**config.mk**
```make
export PLATFORM = sky130hd
export DESIGN_NAME = multicycle_sequencer_flat
export DESIGN_NICKNAME = d
export VERILOG_FILES = /design/src/rtl/multicycle_sequencer_if.sv /design/src/rtl/multicycle_sequencer.sv /design/src/flat_wrapper.sv
export SDC_FILE = /design/constraint.sdc
export NUM_CORES = 1
export LEC_CHECK = 0
export ABC_AREA = 0
export CAP_MARGIN = 5
export CORE_MARGIN = 2
export CORE_UTILIZATION = 43
export CTS_CLUSTER_SIZE = 20
export DETAILED_ROUTE_END_ITERATION = 8
export GPL_ROUTABILITY_DRIVEN = 0
export GPL_TIMING_DRIVEN = 0
export PLACE_DENSITY = 0.76
export SLEW_MARGIN = 0
export SYNTH_ARGS = -nofsm -noshare
export SYNTH_HDL_FRONTEND = slang
export SYNTH_SLANG_ARGS = --single-unit
```
**constraint.sdc**
```tcl
create_clock -name clk -period 1.8 [get_ports clk]
set_input_delay 0.36 -clock clk [delete_from_list [all_inputs] [get_ports clk]]
set_output_delay 0.36 -clock clk [all_outputs]
set_load 0.02 [all_outputs]
```
**src/rtl/multicycle_sequencer_if.sv**
```systemverilog
// rtl/multicycle_sequencer_if.sv - instruction/data memory handshake bundle for the multicycle sequencer
interface multicycle_sequencer_if;
    logic imem_req;
    logic imem_ack;
    logic dmem_req;
    logic dmem_we;
    logic dmem_ack;

    modport master (
        output imem_req,
        input  imem_ack,
        output dmem_req,
        output dmem_we,
        input  dmem_ack
    );

    modport slave (
        input  imem_req,
        output imem_ack,
        input  dmem_req,
        input  dmem_we,
        output dmem_ack
    );
endinterface

```
**src/rtl/multicycle_sequencer.sv**
```systemverilog
// rtl/multicycle_sequencer.sv - multicycle CPU control sequencer with memory timeout and sticky errors
// Optional SEQ_PERF_CNT_EN adds a 32-bit retired-instruction counter output (instret).
module multicycle_sequencer #(
    parameter int TIMEOUT_CYCLES = 16
) (
    input  logic                    clk,
    input  logic                    rst_n,
    input  logic [6:0]              opcode,
    input  logic                    regWrite,
    input  logic                    MemRead,
    input  logic                    MemWrite,
    multicycle_sequencer_if.master  mem,
    output logic                    ir_load,
    output logic                    pc_write,
    output logic                    rf_we,
    output logic [2:0]              state,
    output logic                    err_illegal,
`ifdef SEQ_PERF_CNT_EN
    output logic [31:0]             instret,
`endif
    output logic                    err_timeout
);

    typedef enum logic [2:0] {
        S_IDLE   = 3'd0,
        S_FETCH  = 3'd1,
        S_DECODE = 3'd2,
        S_EXEC   = 3'd3,
        S_MEM    = 3'd4,
        S_WB     = 3'd5,
        S_HALT   = 3'd6
    } state_t;

    localparam logic [7:0] WAIT_MAX = 8'(TIMEOUT_CYCLES - 1);

    state_t     state_q;
    state_t     state_d;
    logic [7:0] wait_cnt;
    logic       illegal;
    logic       mem_access;
    logic       timeout_hit;

    assign state       = state_q;
    assign mem_access  = MemRead | MemWrite;
    assign timeout_hit = (wait_cnt == WAIT_MAX) && !mem.dmem_ack;

    always_comb begin
        illegal = 1'b1;
        case (opcode)
            7'b0110011, 7'b0010011, 7'b0000011,
            7'b0100011, 7'b1100011, 7'b1100111: illegal = 1'b0;
            default:                            illegal = 1'b1;
        endcase
        if (MemRead && MemWrite)
            illegal = 1'b1;
    end

    always_ff @(posedge clk or negedge rst_n) begin
        if (!rst_n)
            state_q <= S_IDLE;
        else
            state_q <= state_d;
    end

    always_comb begin
        state_d = state_q;
        case (state_q)
            S_IDLE:   state_d = S_FETCH;
            S_FETCH:  if (mem.imem_ack) state_d = S_DECODE;
            S_DECODE: state_d = illegal ? S_HALT : S_EXEC;
            S_EXEC:   state_d = mem_access ? S_MEM : S_WB;
            // An ack on the final permitted cycle still completes the access.
            S_MEM: begin
                if (mem.dmem_ack)
                    state_d = S_WB;
                else if (timeout_hit)
                    state_d = S_HALT;
            end
            S_WB:     state_d = S_FETCH;
            S_HALT:   state_d = S_HALT;
            default:  state_d = S_IDLE;
        endcase
    end

    always_comb begin
        mem.imem_req = 1'b0;
        mem.dmem_req = 1'b0;
        mem.dmem_we  = 1'b0;
        ir_load      = 1'b0;
        pc_write     = 1'b0;
        rf_we        = 1'b0;
        case (state_q)
            S_FETCH: begin
                mem.imem_req = 1'b1;
                ir_load      = mem.imem_ack;
            end
            S_MEM: begin
                mem.dmem_req = 1'b1;
                mem.dmem_we  = MemWrite;
            end
            S_WB: begin
                pc_write = 1'b1;
                rf_we    = regWrite & ~MemWrite;
            end
            default: ;
        endcase
    end

    always_ff @(posedge clk or negedge rst_n) begin
        if (!rst_n) begin
            wait_cnt    <= 8'd0;
            err_illegal <= 1'b0;
            err_timeout <= 1'b0;
        end else begin
            if (state_q == S_EXEC)
                wait_cnt <= 8'd0;
            else if (state_q == S_MEM && !mem.dmem_ack && !timeout_hit)
                wait_cnt <= wait_cnt + 8'd1;
            if (state_q == S_DECODE && illegal)
                err_illegal <= 1'b1;
            if (state_q == S_MEM && timeout_hit)
                err_timeout <= 1'b1;
        end
    end

`ifdef SEQ_PERF_CNT_EN
    always_ff @(posedge clk or negedge rst_n) begin
        if (!rst_n)
            instret <= 32'd0;
        else if (state_q == S_WB)
            instret <= instret + 32'd1;
    end
`endif

endmodule
```
**src/flat_wrapper.sv**
```systemverilog
// flat-port wrapper written by rule: the top's interface ports become plain ports
module multicycle_sequencer_flat 
#(
    parameter int TIMEOUT_CYCLES = 16
)
  (clk, rst_n, opcode, regWrite, MemRead, MemWrite, ir_load, pc_write, rf_we, state, err_illegal, err_timeout, mem_imem_req, mem_imem_ack, mem_dmem_req, mem_dmem_we, mem_dmem_ack);
  multicycle_sequencer_if mem_i ();
  input  logic clk;
  input  logic rst_n;
  input  logic [6:0] opcode;
  input  logic regWrite;
  input  logic MemRead;
  input  logic MemWrite;
  output logic ir_load;
  output logic pc_write;
  output logic rf_we;
  output logic [2:0] state;
  output logic err_illegal;
  output logic err_timeout;
  output wire logic [$bits(mem_i.imem_req)-1:0] mem_imem_req;
  input wire logic [$bits(mem_i.imem_ack)-1:0] mem_imem_ack;
  output wire logic [$bits(mem_i.dmem_req)-1:0] mem_dmem_req;
  output wire logic [$bits(mem_i.dmem_we)-1:0] mem_dmem_we;
  input wire logic [$bits(mem_i.dmem_ack)-1:0] mem_dmem_ack;
  assign mem_imem_req = mem_i.imem_req;
  assign mem_i.imem_ack = mem_imem_ack;
  assign mem_dmem_req = mem_i.dmem_req;
  assign mem_dmem_we = mem_i.dmem_we;
  assign mem_i.dmem_ack = mem_dmem_ack;
  multicycle_sequencer #(.TIMEOUT_CYCLES(TIMEOUT_CYCLES)) u_core (.clk(clk), .rst_n(rst_n), .opcode(opcode), .regWrite(regWrite), .MemRead(MemRead), .MemWrite(MemWrite), .mem(mem_i), .ir_load(ir_load), .pc_write(pc_write), .rf_we(rf_we), .state(state), .err_illegal(err_illegal), .err_timeout(err_timeout));
endmodule
```
## After elaboration in Yosys (flattened, before gate mapping)

Index checks and enable logic that the tools add are counted.

| word-level totals | value |
|---|---|
| bits in latches | 0 |
| memories kept | 0 |
| word-level logic and storage cells | 52 |
| bits in registers | 13 |
| ROM bits | 0 |
| output and inout port bits | 11 |
| memory bits (writable) | 0 |

| cells by class | value |
|---|---|
| shift operators | 0 |
| muxes and demuxes | 16 |
| equal/unequal tests | 15 |
| divide/modulo/power cells | 0 |
| reduce and logical (&&, ||, !) cells | 13 |
| bitwise operators | 3 |
| add/subtract/negate cells | 1 |
| multiply operators | 0 |
| magnitude comparators | 0 |

Operator list:

| operator | number |
|---|---|
| one-hot mux 3 bit (6 select lines) | 1 |
| 2-to-1 mux 8 bit | 2 |
| equality test 7 x 6 -> 1 bit, second input constant | 2 |
| equality test 7 bit, second input constant | 2 |
| 2-to-1 mux 3 bit | 4 |
| equality test 3 bit, second input constant | 3 |
| 2-to-1 mux 1 bit | 9 |
| adder 8 x 1 -> 8 bit, second input constant | 1 |
| equality test 8 x 4 -> 1 bit, second input constant | 1 |
| equality test 7 x 2 -> 1 bit, second input constant | 1 |
| equality test 7 x 5 -> 1 bit, second input constant | 1 |
| equality test 3 x 2 -> 1 bit, second input constant | 2 |
| logical AND 1 bit | 6 |
| OR reduction 6 bit | 1 |
| equality test 3 x 1 -> 1 bit, second input constant | 1 |
| zero test 3 bit | 1 |
| inequality test 3 x 2 -> 1 bit, second input constant | 1 |
| zero test 1 bit | 2 |
| inequality test 2 bit, second input constant | 1 |
| AND reduction 2 bit | 1 |
| nonzero test 2 bit | 1 |
| OR reduction 2 bit | 1 |
| AND 1 bit | 1 |
| inverter 1 bit | 1 |
| bitwise OR 1 bit | 1 |

## Depth between registers and ports, before layout

| depth | value |
|---|---|
| word-level depth | 6 |
| gate-level depth with buffers | 5 |
| mapped depth without buffers | 5 |

## Least setup slack after synthesis

No wires, ideal clock.

| timing path | value |
|---|---|
| kind | register to output |
| from | reg u_core.state_q[0] (netlist: u_core.state[0]) |
| to | out ir_load |
| path buffers | 1 |
| data arrival time | 1.696 ns |
| cell stages (with the launch flop) | 5 |
| slack | -0.256 ns |
| cell sequence | dfrtp_1 > clkbuf_1 > nor3b_1 > nand2_1 > inv_1 |

| on the way | value |
|---|---|
| word-level cells in the longest chain between the ends | 2 |

RTL lines:

| what | line | source |
|---|---|---|
| start, declared | multicycle_sequencer.sv:36 | `state_t state_q;` |
| start signal, assigned | multicycle_sequencer.sv:62 | `state_q <= state_d;` |
| equality test 3 x 1 -> 1 bit | multicycle_sequencer.sv:92 | `case (state_q)` |
| 2-to-1 mux 1 bit | multicycle_sequencer.sv:92 |  |
| end, declared | flat_wrapper.sv:14 | `output logic ir_load;` |

No other way between the ends.

## Worst setup path in the final report

| timing path | value |
|---|---|
| from | reg u_core.state_q[0] (netlist: u_core.state[0]) |
| to | reg u_core.wait_cnt[4] |

| on the way | value |
|---|---|
| word-level cells in the longest chain between the ends | 4 |
| elaborated cells on any way between the ends | 6 |
| those cells by class | eq/ne (2); mux (1); reduce/logical (3) |

RTL lines:

| what | line | source |
|---|---|---|
| equality test 3 bit | multicycle_sequencer.sv:117 | `else if (state_q == S_MEM && !mem.dmem_ack && !timeout_hit)` |
| logical AND 1 bit (2 in a row) | multicycle_sequencer.sv:117 |  |
| nonzero test 2 bit (no line) | - |  |
| end signal, assigned | multicycle_sequencer.sv:118 | `wait_cnt <= wait_cnt + 8'd1;` |
| end, declared | multicycle_sequencer.sv:38 | `logic [7:0] wait_cnt;` |

Several ways; a longest one is shown, not always the timed one.
A chain may end at the register's enable or synchronous reset.

==> impl_metrics.ini <==
[run_status]
status = complete, no violations

[place]
placedCellCount = 117
post_dp_cell_area_um2 = 1010
dp_hpwl_um = 1260
port_buffers = 24

[final_layout]
n_fill_cell = 136
nets = 124
area_delta_synth_final_pct = 45.8
drive_gt1_frac = 0.222
stdcell_count = 124
postLayoutCellArea_um2 = 1070
n_antenna_cell = 0

[floorplan]
start_util = 0.473
fp.dieH_um = 45.4
die_x_um = 45.4
die_area_um2 = 2060
pin_count = 25
rows = 14
core_area_um2 = 1560

[setup_path]
ff2ff_setup_slack_ns = 0.04
crit_chain = or4b_4 > or4b_1 > a21oi_1
worst_ep_required_time_ns = 2.01
critPathLaunch = u_core.state[0]
cp.arrival_ns = 1.97
cp_slowest_cell = or4b_4
cp-start-kind = flip-flop
cpPeakStageDelay_ns = 0.59
cp_top_family = simple AND/OR/NAND/NOR gates
critPathMaxFanout = 5
reg2reg_depth = 3
critPathBufInv = 0
r2r_end = u_core.wait_cnt[4]
endpoint_kind = flip-flop
r2r-start = u_core.state[0]
crit_type = flip-flop to flip-flop

[grt]
grt_usage = 0.179
grt_pass1_wl_um = 2630
grt_pass1_vias = 599
grt_antenna_before_repair = 0
grt_max_degree = 14
grt_overflow_total = 0

[timing]
max_freq_ghz = 0.568
tightestPinTransition_ns = 0.567
finalSetupViolCount = 0
hold_viol = 0
finalClockSkew_ns = 0.00452
period_needed_ns = 1.76
max_slew_margin = 0.621
final_max_slew_viol_count = 0
fin_crit_sh = 0.979

[route]
viasPerCell = 5.48
routedWlPerCell_um = 13.6
vias = 679
ant_nets = 0
wirelength_um = 1680
drt_iter0_drc = 9
drc_errors = 0
dr.pass1.iters = 4

[power_and_ir_drop]
p_leak_nw = 0.487
ir_drop_mv = 0.693
power.density_nw_per_um2 = 1210

[clock_network]
clk_latency_ns = 0.28
clock_sinks = 13
numCtsBuffers = 3
cts_root_buffer = clkbuf_4
htreeDepth = 1
cts_tree = yes
holdBufCountCts = 0
cts.clk_slew.worst_paths_ns = 0.08
clk_path_buf_depth = 2

[synthesis]
synth_top_area_frac = 0.441
yosysWarnings = 0
syn_nets = 92
syn_inst = 77
yosysUniqueCellTypes = 34
yosys_most_used_dff = dfrtp_1
async_flop_share = 1.00
ys_top_cells_by_count = dfrtp_1, nor2_1, a21oi_1, inv_1, nand2_1
ys_seq_elements = 13
synth_area_leaders = dfrtp_1, nor2_1, xnor2_1
synth_edf_count = 0
synthesis.area_um2 = 737
seq_area_frac_synth = 0.441
synth_most_common_cell = dfrtp_1
synth_area_leader_cell = dfrtp_1
avgSynthCellArea_um2 = 9.57

[run]
drv_cap = 0

[min_path]
hp-class = input pin to asynchronous set/reset pin
-- cells by family after synthesis --
kind of cell             Yosys count  share of synthesized area
AO/OA/AOI/OAI                     15                      0.139
buffers and inverters              6                     0.0306
AND/OR/NAND/NOR                   36                      0.297
XOR/XNOR                           4                     0.0475
flip-flops                        13                      0.441
adder cells (fa/ha/maj)            1                     0.0170
multiplexers                       2                     0.0272
-- sequential cells by signal, summed over array words and instances (netlist names) --
| register | cells |
|---|---|
| u_core.err_illegal | 1 |
| u_core.err_timeout | 1 |
| u_core.state | 3 |
| u_core.wait_cnt | 8 |
-- routing by layer --
metal	routed length (um)	track usage	share of wire	up-vias
met5	0	0	0	-
met4	10	0.0353	0.0059	0
met3	99	0.0714	0.059	2
met2	778	0.256	0.46	19
met1	793	0.254	0.47	314
li1	-	-	-	344
-- cells in the final DEF (no fill, tap or decap), types with 2 or more instances in the layout --
cell,netlist,final
xnor2_1,3,3
clkdlybuf4s50_1,0,16
clkbuf_2,0,2
nor2b_1,3,3
nand2b_1,2,2
nor2_1,8,7
o31ai_1,2,2
or4b_1,2,2
clkbuf_4,0,3
mux2i_1,2,2
clkbuf_1,2,2
nand3_1,3,3
dfrtp_1,13,10
a21oi_1,4,4
and3_1,2,2
dfrtp_2,0,3
and3b_1,2,2
buf_4,0,6
inv_1,4,4
nand2_1,4,3
-- worst reg2reg max path, stage by stage (launching register included) --
cell and delay, ns:
dfrtp_2 0.45, or4b_4 0.59, or4b_1 0.51, a21oi_1 0.15
-- stage by stage --
stage | TNS (ns) | hold slack (ns) | setup WS (ns) | utilization | total power, mW
final | 0 | 0.441 | 0.0383 | 0.689 | 1.30
after global routing | -0.00513 | 0.481 | -0.00513 | 0.689 | 1.38
after CTS | 0 | 0.470 | 0.00603 | 0.671 | 1.25
after detailed placement | -2.39 | 0.447 | -0.287 | 0.646 | 1.04
after global placement | -2.07 | 0.447 | -0.266 | 0.646 | 1.03
after floorplan | -0.0195 | 0.0644 | -0.0104 | - | 0.782
-- how the worst max path moves through the flow --
| stage | end | cells after the start | slack, ns |
|---|---|---|---|
| floorplan | rf_we | 3 | -0.01 |
| global placement | u_core.wait_cnt[4] | 4 | -0.27 |
| detailed placement | u_core.wait_cnt[4] | 4 | -0.29 |
| CTS | u_core.wait_cnt[4] | 4 | 0.006 |
| global route | ir_load | 5 | -0.005 |
| finish | u_core.wait_cnt[4] | 3 | 0.04 |
-- cell type report --
| class | instances | area (um^2) | share of cell area |
|---|---|---|---|
| multi-input cells | 58 | 424 | 0.395 |
| flip-flops and latches | 13 | 329 | 0.306 |
| repair buffers | 27 | 241 | 0.225 |
| clock buffers | 4 | 26.3 | 0.0244 |
| well taps | 16 | 20.0 | 0.0186 |
| plain buffers | 2 | 18.8 | 0.0175 |
| inverters | 4 | 15.0 | 0.0140 |
-- where the power goes --
part	leakage [nW]	switching (mW)	total [mW]	internal [mW]
logic	0.310	0.334	0.676	0.342
registers	0.162	0.0806	0.441	0.360
clock network	0.0150	0.0935	0.180	0.0860
total	0.487	0.508	1.30	0.788
-- what timing repair did --
item / in CTS / in global routing
buffers inserted: 2 / 1
setup endpoints to repair: 8 / 9
cloned: 0 / 0
pin swaps: 0 / 2
gates resized for setup: 26 / 14
Note: power is estimated with default switching activity, not from simulation.
